`src/rtl/instruction_queue.sv`:
```
// Instruction queue: DEPTH-entry FIFO of fetched words with valid/ready
// handshakes, decoding the head entry into fields plus an extended immediate.
// Ports: clk, reset (async, active-low), flush (sync discard),
//   in_valid/in_ready/instruction_in (fetch side),
//   out_valid/out_ready (decode side), opcode, reg_dest, reg_source_1,
//   reg_source_2, immediate, immediate_ext (head fields), count (occupancy).
module instruction_queue #(
  parameter  int OPCODE_W     = 4,
  parameter  int REG_ADDR_W   = 4,
  parameter  int IMM_W        = 16,
  parameter  int DATA_WIDTH   = 32,
  parameter  int DEPTH        = 4,
  parameter  bit IMM_SIGN_EXT = 1'b1,
  localparam int INSTR_W      = OPCODE_W + 3*REG_ADDR_W + IMM_W,
  localparam int CNT_W        = $clog2(DEPTH) + 1
) (
  input  logic                  clk,
  input  logic                  reset,
  input  logic                  flush,
  input  logic                  in_valid,
  output logic                  in_ready,
  input  logic [INSTR_W-1:0]    instruction_in,
  output logic                  out_valid,
  input  logic                  out_ready,
  output logic [OPCODE_W-1:0]   opcode,
  output logic [REG_ADDR_W-1:0] reg_dest,
  output logic [REG_ADDR_W-1:0] reg_source_1,
  output logic [REG_ADDR_W-1:0] reg_source_2,
  output logic [IMM_W-1:0]      immediate,
  output logic [DATA_WIDTH-1:0] immediate_ext,
  output logic [CNT_W-1:0]      count
);

  localparam int PTR_W = $clog2(DEPTH);
  localparam int EXT_W = DATA_WIDTH - IMM_W;

  logic [INSTR_W-1:0] mem_q [DEPTH];
  logic [PTR_W-1:0]   wptr_q, wptr_d;
  logic [PTR_W-1:0]   rptr_q, rptr_d;
  logic [CNT_W-1:0]   count_q, count_d;
  logic               push, pop;
  logic [INSTR_W-1:0] head;

  assign in_ready  = (count_q != CNT_W'(DEPTH));
  assign out_valid = (count_q != '0);
  assign push      = in_valid & in_ready;
  assign pop       = out_valid & out_ready;
  assign count     = count_q;

  always_comb begin
    wptr_d  = wptr_q;
    rptr_d  = rptr_q;
    count_d = count_q;
    if (flush) begin
      wptr_d  = '0;
      rptr_d  = '0;
      count_d = '0;
    end else begin
      if (push) wptr_d = wptr_q + PTR_W'(1);
      if (pop)  rptr_d = rptr_q + PTR_W'(1);
      if (push && !pop)      count_d = count_q + CNT_W'(1);
      else if (pop && !push) count_d = count_q - CNT_W'(1);
    end
  end

  always_ff @(posedge clk or negedge reset) begin
    if (!reset) begin
      wptr_q  <= '0;
      rptr_q  <= '0;
      count_q <= '0;
    end else begin
      wptr_q  <= wptr_d;
      rptr_q  <= rptr_d;
      count_q <= count_d;
    end
  end

  // Storage is deliberately left unreset; occupancy alone marks validity.
  always_ff @(posedge clk) begin
    if (push && !flush) mem_q[wptr_q] <= instruction_in;
  end

  // Empty queue presents zeros rather than whatever stale word sits at rptr.
  assign head = out_valid ? mem_q[rptr_q] : '0;

  assign {opcode, reg_dest, reg_source_1, reg_source_2, immediate} = head;

  generate
    if (EXT_W == 0) begin : g_no_ext
      assign immediate_ext = immediate;
    end else if (IMM_SIGN_EXT) begin : g_sext
      assign immediate_ext = {{EXT_W{immediate[IMM_W-1]}}, immediate};
    end else begin : g_zext
      assign immediate_ext = {{EXT_W{1'b0}}, immediate};
    end
  endgenerate

endmodule

```
`config.mk`:
```
export PLATFORM = sky130hd
export DESIGN_NAME = instruction_queue
export DESIGN_NICKNAME = d
export VERILOG_FILES = /design/src/rtl/instruction_queue.sv
export SDC_FILE = /design/constraint.sdc
export NUM_CORES = 1
export LEC_CHECK = 0
export BUFFER_PORTS_ARGS = -buffer_cell sky130_fd_sc_hd__buf_2
export CAP_MARGIN = 20
export CORE_MARGIN = 5
export CORE_UTILIZATION = 50
export DETAILED_ROUTE_END_ITERATION = 12
export MAX_ROUTING_LAYER = met4
export PLACE_DENSITY = 0.73
export SLEW_MARGIN = 20
export SYNTH_ARGS = -nofsm -noshare
export SYNTH_HDL_FRONTEND = slang
export SYNTH_SLANG_ARGS = --single-unit
```
`constraint.sdc`:
```
create_clock -name clk -period 2.84 [get_ports clk]
set_clock_uncertainty 0.15 [all_clocks]
set_input_delay 0.142 -clock clk [delete_from_list [all_inputs] [get_ports clk]]
set_output_delay 0.142 -clock clk [all_outputs]
set_load 0.01 [all_outputs]
```
# [Word level (Yosys, flattened, before mapping)]
# Memory sizes are Yosys's and may differ from the RTL's.
# Index checks and enable logic that the tools add are counted.
# W data, S select, Z words.
[totals] input_bits=37 reg_bits=7 mem_bits_rw=128 latchBits=0 mem_count=1 word_cells=31 rom_bits=0
[classes] div=0 addsub=4 shifts=0 n_mul=0 muxes=10 n_eq_ne=1 magnitude_cmp=0 n_reduce_logical=10 n_bitwise=2
[mem_list] name="mem_q" words=4 width=32 read_ports=1 rd_ports_with_merged_regs=0 write_ports=1 line="37" rtl="logic [INSTR_W-1:0] mem_q [DEPTH];"
[op_table] op="$mux W32" n=1
[op_table] op="$mux W3" n=3
[op_table] op="$mux W2" n=4
[op_table] op="$reduce_bool A3 Y1" n=2
[op_table] op="$add A2 B1 Y2 const B" n=2
[op_table] op="$reduce_bool A2 Y1" n=2
[op_table] op="$add A3 B1 Y3 const B" n=1
[op_table] op="$logic_and A1 B1 Y1" n=3
[op_table] op="$logic_not A1 Y1" n=3
[op_table] op="$ne A3 B3 Y1 const B" n=1
[op_table] op="$sub A3 B1 Y3 const B" n=1
[op_table] op="$and A1 B1 Y1" n=2
[op_table] op="$mux W1" n=2

# [Depth between registers and ports, before layout]
# Gate-level depths: netlist (run 1).
[depth] ltp_word=7 mapped_depth=8

# [Worst setup path before layout (run 1)]
# No wires, ideal clock.
[synth_timing] kind="reg-to-reg" start="register count_q[1] (netlist: count[1])" end="register count_q[2] (netlist: count[2])" path_buffers=1 setup_time_ns=0.094 stages_incl_launch_ff=8 setup_slack_ns=0.440 t_arrival_ns=2.156 cell_sequence="dfrtp_1 clkbuf_2 nor3b_1 inv_1 and3_1 fa_1 o311a_1 a211oi_1"
[synth_between] elab_cells_between_ends=14 classes_between="2 x add/sub; 1 x eq/ne; 3 x mux; 2 x bitwise; 6 x reduce/logical"
[synth_lines] element="from (decl)" line="40" rtl="logic [CNT_W-1:0] count_q, count_d;"
[synth_lines] element="from (signal assigned)" line="74" rtl="count_q <= count_d;"
[synth_lines] element="$ne A3 B3 Y1 *" line="44" rtl="assign in_ready = (count_q != CNT_W'(DEPTH));"
[synth_lines] element="via in_ready" line="21" rtl="output logic in_ready,"
[synth_lines] element="$and A1 B1 Y1 *" line="46" rtl="assign push = in_valid & in_ready;"
[synth_lines] element="$logic_and A1 B1 Y1 or $logic_not A1 Y1 (tied branches)" line="61, 62"
[synth_lines] element="$mux W3 or $logic_and A1 B1 Y1 (tied branches)" line="61, 62"
[synth_lines] element="$mux W3 or $reduce_bool A3 Y1 (tied branches)"
# The timed path passes the listed nets; every way through them passes the cells marked *. The select of a mux whose other input is x is not followed.
# A chain may end at the register's enable or synchronous reset.

# [Worst setup path in the final report (run 1)]
[layout_timing] start="register rptr_q[0]" end="output reg_source_1[0]"
[layout_between] elab_chain_len=2
[layout_lines] element="from (decl)" line="39" rtl="logic [PTR_W-1:0] rptr_q, rptr_d;"
[layout_lines] element="from (signal assigned)" line="73" rtl="rptr_q <= rptr_d;"
[layout_lines] element="$mem_v2 Z4 W32"
[layout_lines] element="$mux W32" line="84" rtl="assign head = out_valid ? mem_q[rptr_q] : '0;"
[layout_lines] element="to (decl)" line="27" rtl="output logic [REG_ADDR_W-1:0] reg_source_1,"
# No other way between the ends.

==> results of run 1 <==
## cells by family after synthesis
logic type      Yosys count  synth area share [%]
compound gates           14                  1.85
xor+xnor                  2                 0.309
fa+ha+maj                 5                  1.24
buf+inv                  55                  6.91
flops                   135                  70.9
mux                      35                  13.6
simple gates             51                  5.21
## flip-flops by register name (all words and copies together) (netlist names)
name and cells:
count 3, mem_q 128, rptr_q 2, wptr_q 2
## per-layer routing
metal	wire, um	track usage [%]	up-vias
met5	0	-	-
met3	632	5.75	7
met2	5400	29.3	99
li1	-	-	1372
met1	4320	20.8	1529
met4	108	4.64	0
## worst max-delay path, delay by kind of cell (launching register included)
kind / cells / cell delay, ns
DFF: 1 / 0.66
muxes: 1 / 0.57
buffers and inverters: 2 / 0.43
and+or+nand+nor: 1 / 0.19
## final cells by class
class	count	area share, %
multi-input cells	107	17.7
well taps	140	2.46
clock inverters	14	2.20
clock buffers	18	6.03
inverters	7	0.369
repair buffers	153	14.7
flip-flops and latches	135	56.5
## report_power, final
group / leakage, nW / switching [W] / internal [W]
Sequential: 1.25 / 0.000117 / 0.00230
Clock: 0.280 / 0.000773 / 0.00137
Combinational: 1.12 / 0.000988 / 0.000936
Total: 2.65 / 0.00188 / 0.00460
## synthesized netlist by cell type
library cell and n:
inv_1 7, o31ai_1 2, nor3_1 1, edfxtp_1 128, xor2_1 2, mux4_2 28, o21a_1 2, buf_2 6
buf_4 32, and2_1 36, clkbuf_2 1, nand2_1 1, buf_12 3, nand3b_1 1, ha_1 4, clkbuf_1 5
o311a_1 1, and3_1 1, a211oi_1 1, fa_1 1, a21oi_1 2, mux2i_1 1, buf_6 1, nand3_1 2
o21ai_0 3, nor3b_1 1, a31o_2 1, o311ai_0 1, nor2_1 8, a221oi_2 1, dfrtp_1 7, mux4_1 4
mux2_2 2
## stage by stage
| stage | cells | instance area [um2] | utilization, % |
|---|---|---|---|
| 2_1_floorplan | 297 | 5670 | - |
| 3_3_place_gp | 504 | 6150 | 56.0 |
| 3_5_place_dp | 504 | 6150 | 56.0 |
| 4_1_cts | 574 | 7110 | 64.8 |
| 5_1_grt | 574 | 7110 | 64.8 |
| 6_report | 574 | 7110 | 64.8 |
## worst min-delay path by stage
stage | endpoint | slack, ns | depth (start not counted)
finish | mem_q[0][26]$_DFFE_PP_ | 0.34 | 2
global route | mem_q[2][14]$_DFFE_PP_ | 0.34 | 2
CTS | mem_q[0][26]$_DFFE_PP_ | 0.32 | 2
detailed placement | count[0]$_DFFE_PN0P_ | -0.16 | 1
global placement | count[0]$_DFFE_PN0P_ | -0.17 | 1
floorplan | count[0]$_DFFE_PN0P_ | -0.30 | 0
## timing repair
item	in CTS	in global routing
resized for setup	0	0
endpoints found under the hold margin	140	0
endpoints found under the setup margin	0	0
hold buffers	38	0
==> reports/metrics.cfg, run 1 <==
[clock_tree]
cts-buffers-inserted=17
cts_buffer_depth=2
cts_sinks=135
clkTransAtPathRegs_ns=0.06
cts_setup_buffers=0
cts_tree=done
clock_tree.root_cell=clkbuf_16
htree_num_levels=4
insertion_delay_ns=0.40

[setup_path]
endpoint=reg_source_1[0]
cp_slowest_cell=dfrtp_2
ff2ff_path_depth=6
path_class=reg2out
critPathMaxStageDelay_ns=0.66
startpoint=rptr_q[0]$_DFFE_PN0P_
crit_arrival_ns=2.26
cp_cell_sequence=buf_4, mux4_1, and2_1, buf_2
r2r-start=count[0]$_DFFE_PN0P_
endpoint_kind=output pin
required_ns=2.55
reg2reg_to=count[2]$_DFFE_PN0P_
reg2reg_slack_ns=0.37
cp_max_fo=13
startpoint_type=flop

[route]
drt_first_pass_iters=4
wl_um=10500
vias=3007
wire_per_inst_um=18.2
ant_nets=0
drtIter0Drc=147
drc_errors=0
vias_per_cell=5.24

[sta]
rsz0062_at_grt=no
hold_violations=0
layout_setup_ws_ns=0.292
finalSetupViolCount=0
period_minus_slack_ns=2.55
fmax_ghz=0.392
totalNegativeSetupSlack_ns=0
relSlewSlack_pct=68.7
finalCritPeriodShare_pct=89.7
worst_pin_slew_ns=0.470
hold_ws_ns=0.336
drv_slew=0

[finish]
area_delta_synth_final_pct=25.5
final_common_cell=edfxtp_1
drive_above_1_share_pct=41.5
seq_area_mm2=0.00402
fin_nets=463
final_cell_mix=edfxtp_1, buf_2, dlygate4sd3_1
multiInputGateArea_mm2=0.00126
n_fill_cell=756
n_antenna_cell=0

[grt]
antenna_found_initial=0
grt_pass1_wl_um=16800
grt_max_degree=34
grt_pass1_vias=3163
grt_usage_pct=17.6
grt_overflow=0

[placement]
dpl.hpwl_um=6450
dp_slack_ns=0.438
gp_congestion=0.796
io_buffer_count=105

[min_path]
hp-class=in2reg
min-delay-start=instruction_in[26]

[synthesis]
yosysUniqueCellTypes=33
yosysSeqAreaShare_pct=70.9
synthesis.nets=339
synth.avg_cell_area_um2=19.1
synth.area.top_cells=edfxtp_1, mux4_2, buf_4, and2_1, dfrtp_1
synthCells=297
synth_top_area_cell=edfxtp_1
ys_seq_elements=135
yosys_warnings=0
synth_area_mm2=0.00567
synth_top_area_share_pct=67.8

[outcome]
outcome=finished, final reports clean

[floorplanning]
start_util_pct=51.6
core_area_mm2=0.0110
rows=38
die-width_um=116
die_area_mm2=0.0136
die_y_um=116
ios=106

[pwr]
irDropWorstVdd_mv=0.756
power_w=0.00648
power_density_mw_per_mm2=911
power_leakage_nw=2.65

[flow_run]
drv_cap=0

No activity file was read; power rests on OpenSTA's default activity.
==> run 2, diff against run 1 <==
--- a/config.mk
+++ b/config.mk
@@ -5,13 +5,13 @@
 export SDC_FILE = /design/constraint.sdc
 export NUM_CORES = 1
 export LEC_CHECK = 0
-export BUFFER_PORTS_ARGS = -buffer_cell sky130_fd_sc_hd__buf_2
 export CAP_MARGIN = 20
 export CORE_MARGIN = 5
 export CORE_UTILIZATION = 50
 export DETAILED_ROUTE_END_ITERATION = 12
+export DONT_BUFFER_PORTS = 1
 export MAX_ROUTING_LAYER = met4
-export PLACE_DENSITY = 0.73
+export SETUP_SLACK_MARGIN = 0.3
 export SLEW_MARGIN = 20
 export SYNTH_ARGS = -nofsm -noshare
 export SYNTH_HDL_FRONTEND = slang
==> reports/metrics.cfg, run 2 (same netlist as run 1, synthesis figures left out) <==
[outcome]
outcome=finished, final reports clean

[pwr]
p_seq_share_pct=38.9
power_frac_clock_pct=36.0
power_leakage_nw=2.24
p_sw_w=0.00178
power.share.switching_pct=28.8
intPower_w=0.00440
combPwrFrac_pct=25.1
power_density_mw_per_mm2=927
irDropWorstVdd_mv=0.545

[setup_path]
path_class=reg2out
ff2ff_path_depth=6
crit_arrival_ns=2.05
endpoint_kind=output pin
r2r-start=count[1]$_DFFE_PN0P_
critPathMaxStageDelay_ns=0.64
startpoint_type=flop
reg2reg_to=count[2]$_DFFE_PN0P_
cp_max_fo=16
reg2reg_slack_ns=0.57
cp_cell_sequence=buf_12, mux4_1, and2_1
required_ns=2.55
cp_slowest_cell=dfrtp_4

[grt]
grt_pass1_vias=2744
grt_usage_pct=16.6
grt_pass1_wl_um=15400
grt_max_degree=33
grt_overflow=0
antenna_found_initial=1

[sta]
worst_pin_slew_ns=0.589
drv_slew=0
relSlewSlack_pct=60.7
totalNegativeSetupSlack_ns=0
layout_setup_ws_ns=0.498
hold_violations=0
finalSetupViolCount=0
finalCritPeriodShare_pct=82.5
rsz0062_at_grt=no
hold_ws_ns=0.0802
period_minus_slack_ns=2.34
fmax_ghz=0.427

[placement]
dpl.hpwl_um=5980
dp_slack_ns=0.424
gp_congestion=0.746
io_buffer_count=0

[min_path]
min_to=count[0]$_DFFE_PN0P_
hp-class=in2reg
holdPathStages=3
min-delay-start=in_valid

[floorplanning]
start_util_pct=51.6
ios=106
rows=38
die_y_um=116
core_area_mm2=0.0110
die_area_mm2=0.0136
die-width_um=116

[finish]
largest-register=mem_q
largest_reg_flops=128
final_core_util_pct=60.7
drive_above_1_share_pct=26.3
final_cell_mix=edfxtp_1, dlygate4sd3_1, and2_1
fin_nets=364
final_common_cell=edfxtp_1
area_delta_synth_final_pct=17.7

[clock_tree]
cts_buffer_depth=2
insertion_delay_ns=0.41
cts_setup_buffers=0
cts_tree=done
cts_sinks=135
clkTransAtPathRegs_ns=0.05
clock_tree.root_cell=clkbuf_16
htree_num_levels=4
cts-buffers-inserted=17

[route]
dr_wl_met3_um=599
ant_nets=0
vias=2602
drc_errors=0
vias_per_cell=5.47
topRoutingLayerUsed=met4
drt_first_pass_iters=6
wl_um=9930
drtIter0Drc=112
wl_met2_um=5010
met1_length_um=4140
wire_per_inst_um=20.9

[flow_run]
drv_cap=0

[run 2: cell types whose count changed in the layout (fill, tap and decap cells not counted), moves of 4 or more]
cell | previous run | this run
buf_2 | 105 | 0
buf_4 | 5 | 11
clkinv_1 | 4 | 0
clkinv_2 | 2 | 8
[run 2: how the worst max path moves through the flow]
stage	to	start	cells past startpoint
after floorplan	count[2]$_DFFE_PN0P_	count[1]$_DFFE_PN0P_	7
after global placement	count[2]$_DFFE_PN0P_	count[1]$_DFFE_PN0P_	6
after detailed placement	count[2]$_DFFE_PN0P_	count[1]$_DFFE_PN0P_	6
after CTS	count[2]$_DFFE_PN0P_	count[1]$_DFFE_PN0P_	6
after global routing	opcode[3]	rptr_q[0]$_DFFE_PN0P_	3
final	opcode[2]	rptr_q[0]$_DFFE_PN0P_	3
[run 2: power by group through the flow]
stage / combinational [W] / sequential [W] / clock (W)
after floorplan: 0.00160 / 0.00237 / 0
after global placement: 0.00151 / 0.00245 / 0
after detailed placement: 0.00152 / 0.00245 / 0
after CTS: 0.00160 / 0.00241 / 0.00227
after global routing: 0.00172 / 0.00243 / 0.00237
final: 0.00155 / 0.00241 / 0.00223
[run 2: critical path, delay by kind of cell, from the launching register on]
kind / cells / cell delay, ns
DFF: 1 / 0.64
muxes: 1 / 0.55
buffers and inverters: 1 / 0.22
and+or+nand+nor: 1 / 0.21
[run 2: final cells by class]
type,instances,area [um2]
clock buffer,17,425
antenna,1,2.50
sequential,135,4020
clock inverter,15,185
multi-input combinational,107,1270
inverter,7,26.3
tap,140,175
fill,782,4310
timing repair buffer,54,563
[run 2: timing repair]
action,4_1_cts,5_1_grt
hold buffers,38,0
resized for setup,1,1
endpoints found under the hold margin,142,0
endpoints found under the setup margin,2,1
[run 2: through the flow]
stage,area [um2],instances,total power (W)
2_1_floorplan,5670,297,0.00398
3_5_place_dp,5670,405,0.00397
3_3_place_gp,5670,405,0.00396
6_report,6670,476,0.00618
5_1_grt,6670,476,0.00651
4_1_cts,6660,475,0.00628
[run 2: layer usage]
layer | vias up | GRT usage (%)
li1 | 1176 | -
met1 | 1331 | 19.6
met2 | 80 | 26.0
met3 | 15 | 5.96
met4 | 0 | 6.81
met5 | - | -
==> run 3, diff against run 2 <==
--- a/config.mk
+++ b/config.mk
@@ -11,6 +11,7 @@
 export DETAILED_ROUTE_END_ITERATION = 12
 export DONT_BUFFER_PORTS = 1
 export MAX_ROUTING_LAYER = met4
+export PLACE_DENSITY = 0.68
 export SETUP_SLACK_MARGIN = 0.3
 export SLEW_MARGIN = 20
 export SYNTH_ARGS = -nofsm -noshare
==> constraint.sdc (replaced) <==
create_clock -name clk -period 2.05 [get_ports clk]
set_clock_uncertainty 0.15 [all_clocks]
set_input_delay 0.1025 -clock clk [delete_from_list [all_inputs] [get_ports clk]]
set_output_delay 0.1025 -clock clk [all_outputs]
set_load 0.01 [all_outputs]
==> reports/metrics.cfg, run 3 (same netlist as run 1, synthesis figures left out) <==
[setup_path]
cp_max_fo=5
required_ns=1.80
path_class=reg2out
reg2reg_to=count[1]$_DFFE_PN0P_
endpoint_kind=output pin
startpoint_type=flop
r2r-start=count[0]$_DFFE_PN0P_
reg2reg_slack_ns=0.07
crit_arrival_ns=1.88
startpoint=rptr_q[0]$_DFFE_PN0P_
ff2ff_path_depth=6

[pwr]
irDropWorstVdd_mv=1.02
power_leakage_nw=2.58
power_density_mw_per_mm2=1310

[finish]
final_cell_mix=edfxtp_1, dlygate4sd3_1, and2_4
final_cells=511
largest-register=mem_q
fin_nets=400
final_common_cell=edfxtp_1
n_fill_cell=676
area_delta_synth_final_pct=31.6
multiInputGateArea_mm2=0.00141
largest_reg_flops=128
seq_area_mm2=0.00403
drive_above_1_share_pct=45.4

[route]
vias=2859
vias_per_cell=5.59
wire_per_inst_um=23.2
drc_errors=0
topRoutingLayerUsed=met4
met1_length_um=4600
dr_wl_met3_um=764
drtIter0Drc=179
wl_met2_um=6260
ant_nets=0
wl_um=11900
drt_first_pass_iters=4

[clock_tree]
cts_buffer_depth=2
insertion_delay_ns=0.41
cts_tree=done
clock_tree.root_cell=clkbuf_16
cts-buffers-inserted=17
cts_sinks=135
htree_num_levels=4
clkTransAtPathRegs_ns=0.06

[sta]
finalSetupViolCount=62
period_minus_slack_ns=2.14
rsz0062_at_grt=yes
fmax_ghz=0.468
drv_slew=0
worst_pin_slew_ns=0.422
totalNegativeSetupSlack_ns=-2.88
hold_violations=0
layout_setup_ws_ns=-0.0869
hold_ws_ns=0.0804
relSlewSlack_pct=71.8
finalCritPeriodShare_pct=104

[min_path]
hp-class=in2reg
min-delay-start=flush
min_to=mem_q[0][17]$_DFFE_PP_
holdPathStages=3

[grt]
grt_pass1_wl_um=16400
grt_pass1_vias=3024
grt_overflow=0
antenna_found_initial=1
grt_usage_pct=17.6
grt_max_degree=25

[floorplanning]
start_util_pct=51.6
core_area_mm2=0.0110
die-width_um=116
rows=38
ios=106
die_y_um=116
die_area_mm2=0.0136

[outcome]
violations=negative setup slack
outcome=finished, violations left

[placement]
gp_congestion=0.803
dpl.hpwl_um=6200
dp_slack_ns=0.00484
io_buffer_count=0
dp_cells=413

[flow_run]
drv_cap=0

## run 3: cell types whose count changed in the layout (fill, tap and decap cells not counted), moves of 5 or more
cell       previous run  this run
and2_4                0        36
and2_1               31         0
buf_6                 0        15
buf_12                5        14
clkbuf_16            17        25
and2_2                5         0
## run 3: area by class of cell
| class | count | share of cell area, % |
|---|---|---|
| Sequential cell | 135 | 54.0 |
| Multi-Input combinational cell | 107 | 18.8 |
| Timing Repair Buffer | 90 | 16.3 |
| Clock buffer | 17 | 5.71 |
| Clock inverter | 14 | 2.42 |
| Tap cell | 140 | 2.35 |
| Inverter | 7 | 0.352 |
| Antenna cell | 1 | 0.0336 |
## run 3: where the power goes
| part | switching (W) | internal (W) |
|---|---|---|
| registers | 0.000105 | 0.00319 |
| logic | 0.00161 | 0.00175 |
| clock network | 0.00109 | 0.00201 |
| total | 0.00281 | 0.00696 |
## run 3: metal layers
layer  up-vias  global-route usage (%)
met4         0                    5.80
met3        21                    5.65
li1       1241                       -
met5         -                       -
met2       100                    30.1
met1      1497                    19.7
## run 3: what timing repair did
item,in CTS,in global routing
pin swaps,12,6
setup buffers,8,7
endpoints found under the hold margin,142,0
gates cloned,3,11
setup endpoints to repair,68,191
resized for setup,55,26
hold buffers,37,0
## run 3: worst max-delay path by stage
stage	to	slack (ns)	cells after the start
2_1_floorplan	count[1]$_DFFE_PN0P_	-0.06	7
6_report	reg_source_2[1]	-0.09	5
3_3_place_gp	count[2]$_DFFE_PN0P_	0.08	6
4_1_cts	immediate[12]	-0.11	5
3_5_place_dp	count[2]$_DFFE_PN0P_	0.005	6
5_1_grt	reg_source_2[1]	-0.14	5
## run 3: through the flow
step	total power (W)	cell area (um2)	utilization, %
finish	0.00977	7460	67.9
global route	0.0102	7460	67.9
CTS	0.00953	7090	64.6
detailed placement	0.00568	5840	53.2
global placement	0.00564	5840	53.2
floorplan	0.00559	5720	-
## run 3: critical path, stage by stage, from the launching register on
cell,delay (ns)
dfrtp_2,0.43
buf_4,0.15
buf_12,0.13
buf_16,0.14
mux4_2,0.43
and2_4,0.19
